===== src/rtl/write_back.sv =====
// RV32I write-back stage: load formatting, result select, register-file write port,
// one-cycle forwarding hold register and cycle/instret counters with a registered read port.
module write_back #(
   parameter int XLEN  = 32,
   parameter int CNT_W = 64
) (
   input  logic            clk,
   input  logic            rst,
   input  logic            MEM_WB_valid,
   input  logic [4:0]      MEM_WB_RD,
   input  logic            MEM_WB_regwrite_en,
   input  logic            MEM_WB_wb_sel,
   input  logic [XLEN-1:0] MEM_WB_ALU_OUT,
   input  logic [XLEN-1:0] MEM_WB_LOAD_ALU_OUT,
   input  logic [2:0]      MEM_WB_funct3,
   input  logic [1:0]      cnt_inhibit,
   input  logic [1:0]      cnt_sel,
   output logic [XLEN-1:0] WB_ID_WD3,
   output logic [4:0]      WB_ID_RD_A3,
   output logic            WB_ID_WE3,
   output logic [XLEN-1:0] WB_HOLD_WD,
   output logic [4:0]      WB_HOLD_RD,
   output logic            WB_HOLD_VALID,
   output logic [XLEN-1:0] cnt_rdata
);

   logic [7:0]       word_bytes [4];
   logic [1:0]       off;
   logic [7:0]       sel_byte;
   logic [15:0]      sel_half;
   logic [XLEN-1:0]  load_data;
   logic [CNT_W-1:0] cycle_reg;
   logic [CNT_W-1:0] cycle_next;
   logic [CNT_W-1:0] instret_reg;
   logic [CNT_W-1:0] instret_next;
   logic [XLEN-1:0]  rdata_next;

   genvar gi;
   generate
      for (gi = 0; gi < 4; gi++) begin : g_bytes
         assign word_bytes[gi] = MEM_WB_LOAD_ALU_OUT[8*gi +: 8];
      end
   endgenerate

   assign off = MEM_WB_ALU_OUT[1:0];

   // Unused funct3 codes fall through to a full-word load.
   always_comb begin
      sel_byte  = word_bytes[off];
      sel_half  = off[1] ? MEM_WB_LOAD_ALU_OUT[31:16] : MEM_WB_LOAD_ALU_OUT[15:0];
      load_data = MEM_WB_LOAD_ALU_OUT;
      case (MEM_WB_funct3)
         3'b000:  load_data = {{(XLEN-8){sel_byte[7]}}, sel_byte};
         3'b100:  load_data = {{(XLEN-8){1'b0}}, sel_byte};
         3'b001:  load_data = {{(XLEN-16){sel_half[15]}}, sel_half};
         3'b101:  load_data = {{(XLEN-16){1'b0}}, sel_half};
         default: load_data = MEM_WB_LOAD_ALU_OUT;
      endcase
   end

   assign WB_ID_WD3   = MEM_WB_wb_sel ? load_data : MEM_WB_ALU_OUT;
   assign WB_ID_RD_A3 = MEM_WB_RD;
   assign WB_ID_WE3   = MEM_WB_valid & MEM_WB_regwrite_en & (MEM_WB_RD != 5'd0);

   always_comb begin
      cycle_next   = cnt_inhibit[0] ? cycle_reg : cycle_reg + CNT_W'(1);
      instret_next = (MEM_WB_valid && !cnt_inhibit[1]) ? instret_reg + CNT_W'(1) : instret_reg;
      case (cnt_sel)
         2'b00:   rdata_next = cycle_reg[0 +: XLEN];
         2'b01:   rdata_next = cycle_reg[XLEN +: XLEN];
         2'b10:   rdata_next = instret_reg[0 +: XLEN];
         default: rdata_next = instret_reg[XLEN +: XLEN];
      endcase
   end

   always_ff @(posedge clk or posedge rst) begin
      if (rst) begin
         WB_HOLD_WD    <= '0;
         WB_HOLD_RD    <= '0;
         WB_HOLD_VALID <= 1'b0;
         cnt_rdata     <= '0;
         cycle_reg     <= '0;
         instret_reg   <= '0;
      end else begin
         WB_HOLD_VALID <= WB_ID_WE3;
         if (WB_ID_WE3) begin
            WB_HOLD_WD <= WB_ID_WD3;
            WB_HOLD_RD <= WB_ID_RD_A3;
         end
         cnt_rdata   <= rdata_next;
         cycle_reg   <= cycle_next;
         instret_reg <= instret_next;
      end
   end

endmodule


===== config.mk =====
export PLATFORM = sky130hd
export DESIGN_NAME = write_back
export DESIGN_NICKNAME = d
export VERILOG_FILES = /design/src/rtl/write_back.sv
export SDC_FILE = /design/constraint.sdc
export NUM_CORES = 1
export LEC_CHECK = 0
export BUFFER_PORTS_ARGS = -buffer_cell sky130_fd_sc_hd__clkbuf_2
export CORE_MARGIN = 4
export CORE_UTILIZATION = 58
export CTS_BUF_LIST = sky130_fd_sc_hd__clkbuf_8
export DETAILED_ROUTE_END_ITERATION = 10
export GPL_ROUTABILITY_DRIVEN = 1
export PLACE_DENSITY = 0.83
export SETUP_SLACK_MARGIN = 0.2
export SYNTH_ARGS = -nofsm -noshare
export SYNTH_HDL_FRONTEND = slang
export SYNTH_SLANG_ARGS = --single-unit

===== constraint.sdc =====
create_clock -name clk -period 6.66 [get_ports clk]
set_input_delay 0.333 -clock clk [delete_from_list [all_inputs] [get_ports clk]]
set_output_delay 0.333 -clock clk [all_outputs]
set_load 0.02 [all_outputs]

==> results by group <==
Clock tree
  • Clk buf depth: 2
  • Clock-pin slew reported for the worst setup and hold paths after clock tree synthesis: 0.10 ns
  • H-Tree Depth: 4
  • # Post-CTS Setup Buffers: 0
  • CTS tree: built
  • Clock latency on the worst-skew pair: between 0.4 and 0.5 ns
  • Post-CTS sizing: 0
  • Clock root buffer: clkbuf_8
  • Cts bufs inserted: 17
  • # clock sinks: 198
  • Post-CTS Hold Buffers: 0

STA
  • Period utilization: 0.4304
  • RSZ-0062 raised after global routing: false
  • Final min period: 2.866 ns
  • Max Clock Skew: 0.01479 ns
  • Max Fclk: about 350 MHz
  • Slew margin rel.: 0.2630
  • Setup TNS: 0 ns
  • Pins over their slew limit: 0
  • Final setup viols: 0
  • Final count of hold timing violations: 0
  • Worst-Margin Slew: between 1 and 1.5 ns

Die
  • Starting density of the core: 0.5886
  • Die area: 18910 um^2
  • # rows: 47
  • IO Count: 189
  • Die height: 137.5 um
  • Die outline width: 137.5 um
  • Core Region: roughly 17000 um^2

Synth
  • Synth Flop Type: dfrtp_1
  • Yosys warnings: 0
  • Synth top area cells: dfrtp_1 51%, mux4_2 7.6%, xor2_1 5.9%
  • Synth area leader: dfrtp_1
  • FF+latch count, synth: 198
  • Async S/R FF share, synth: 1.000
  • Post-synth cell types: 60
  • Net Count, Synth: 961
  • Top-area cell type share of the netlist area: 0.5094
  • Mapped Avg Cell Area: 11.08 um^2
  • Post-synth EDFFs: 0
  • Mapped cell area: 9727 um^2
  • Post-synthesis sequential area ratio: 0.5094
  • Synth Instances: 878

Placed design
  • GP Congestion: roughly 0.9
  • Post-DP Area: 10770 um^2
  • Final HPWL DP: 18060 um
  • PortBufs: 188

Worst setup path
  • Worst-path fanout max: 32
  • Startpoint types: input pin
  • Critical-path top delay cell: a211o_1
  • Peak per-stage delay on the critical path: roughly 0.74 ns
  • Reg2reg start: cycle_reg[0]$_DFFE_PP0N_
  • Reg2reg path depth: 6
  • Beginning of the critical path: MEM_WB_ALU_OUT[1]
  • CP Data Arrival Time: approximately 2.5 ns
  • CP endpoint kind: primary output
  • Internal reg-to-reg setup slack: 3.89 ns
  • CP Class: in -> out
  • CP Cell Sequence: clkbuf_2, mux4_2, nand2_1, a211o_1, nand2_1, clkbuf_2
  • R2r endpoint: cycle_reg[44]$_DFFE_PP0N_
  • Worst EP required: 6.33 ns

Global routing
  • Vias in the first global route: 7241
  • Wire length of the first global-routing pass: a little under 40000 um
  • Pin count of the biggest net entering global routing: approximately 120
  • Tot GR Track Use: 0.2716
  • Initial antenna violation count: 0
  • GRT overflow: 0

Drt
  • Drt wl/cell: 19.43 um
  • Post-DRT Antenna Nets: 0
  • Drt initial violations: 733
  • DR pass1 iterations: 5
  • Remaining DRCs: 0
  • WL final: 24750 um
  • Via count: 7552
  • Vias per cell: 5.928

Layout
  • # diodes: 0
  • Syn-to-layout area delta: 14.37%
  • Share of layout cells above drive strength 1: 0.2761
  • Final net count: 1126
  • Commonest cells after routing, fill and taps aside: 198 x dfrtp_1, 188 x clkbuf_2, 92 x nand2_1
  • Fin util: 0.6732
  • Post-route cell area: 11120 um^2
  • Commonest non-fill, non-tap cell in the layout: dfrtp_1

Worst hold path
  • Worst hold path type: in -> async

Power
  • Int Pwr: 1.738 mW
  • Sequential power share: 0.539
  • Max VDD drop: 115.3 uV
  • Leakage: 5.492 nW
  • Comb power frac: 0.180
  • Clk pwr share: 0.281
  • Pwr dens: 227.9 nW/um^2
  • Sw Ratio: 0.3144
  • Net Sw Power: 796.9 uW

Outcome
  • Status: finished clean

Flow run
  • Max-Cap Viols: 0
==> how the worst max path moves through the flow <==
stage,end,depth (start not counted)
6_report,WB_ID_WD3[31],6
5_1_grt,cycle_reg[44]$_DFFE_PP0N_,6
4_1_cts,WB_ID_WD3[31],6
3_5_place_dp,WB_ID_WD3[31],6
3_3_place_gp,WB_ID_WD3[31],6
2_1_floorplan,WB_HOLD_RD[0]$_DFFE_PP0P_,1
==> layout make-up <==
| type | count | area, um^2 |
|---|---|---|
| inverters | 29 | 116.4 |
| multi-input cells | 608 | 4474 |
| clock buffers | 17 | 234.0 |
| clock inverters | 13 | 121.4 |
| repair buffers | 189 | 948.4 |
| well taps | 220 | 275.3 |
| fillers | 1225 | 5400 |
| flip-flops and latches | 198 | 4955 |
==> worst max-delay path, delay by kind of cell <==
family	cells	cell delay, ns
AOI/OAI and AO/OA	1	0.74
muxes	1	0.60
buffers and inverters	2	0.60
and+or+nand+nor	2	0.25
==> stage by stage <==
stage,hold WS [ns],setup WS (ns),instances,total power [mW]
after CTS,0.03401,3.812,1274,2.552
final,0.003813,3.794,1274,2.535
after floorplan,0.4264,0.9297,878,1.677
after detailed placement,0.4575,3.827,1244,1.848
after global placement,0.4502,3.820,1244,1.832
after global routing,0.07233,3.511,1274,2.655
==> cell usage after synthesis (5+ instances only) <==
cell type / instances
nand4_1: 27
inv_1: 27
a31oi_1: 17
buf_4: 6
nor4_1: 15
and3_1: 21
o21ai_0: 9
nor3b_1: 5
clkbuf_1: 27
nand3_1: 33
nand2_1: 92
and4_1: 12
a21oi_1: 28
mux2_2: 18
mux2i_1: 11
nor3_1: 31
o221a_2: 5
xor2_1: 65
xnor2_1: 60
buf_1: 6
mux4_2: 33
dfrtp_1: 198
nor2_1: 69
o32ai_1: 5
==> power by group through the flow <==
stage / Combinational (mW) / Sequential, mW / Clock, mW
floorplan: 0.230 / 1.45 / 0
global placement: 0.446 / 1.39 / 0
detailed placement: 0.456 / 1.39 / 0
CTS: 0.458 / 1.37 / 0.726
global route: 0.494 / 1.38 / 0.780
finish: 0.455 / 1.37 / 0.712
==> layer usage <==
metal / up-vias / share of wire / GRT usage
li1: 3435 / - / -
met1: 3673 / 0.40 / 0.3640
met2: 372 / 0.48 / 0.4303
met3: 72 / 0.083 / 0.05259
met4: 0 / 0.039 / 0.1269
met5: - / 0 / 0
==> cell families after synthesis <==
family | Yosys count | synth area share
AO/OA/AOI/OAI | 78 | 0.05261
XOR/XNOR | 126 | 0.1142
adder cells (fa/ha/maj) | 2 | 0.002572
buffers and inverters | 72 | 0.03061
flip-flops | 198 | 0.5094
multiplexers | 62 | 0.1086
AND/OR/NAND/NOR | 340 | 0.1820
(Power assumes the default switching activity.)
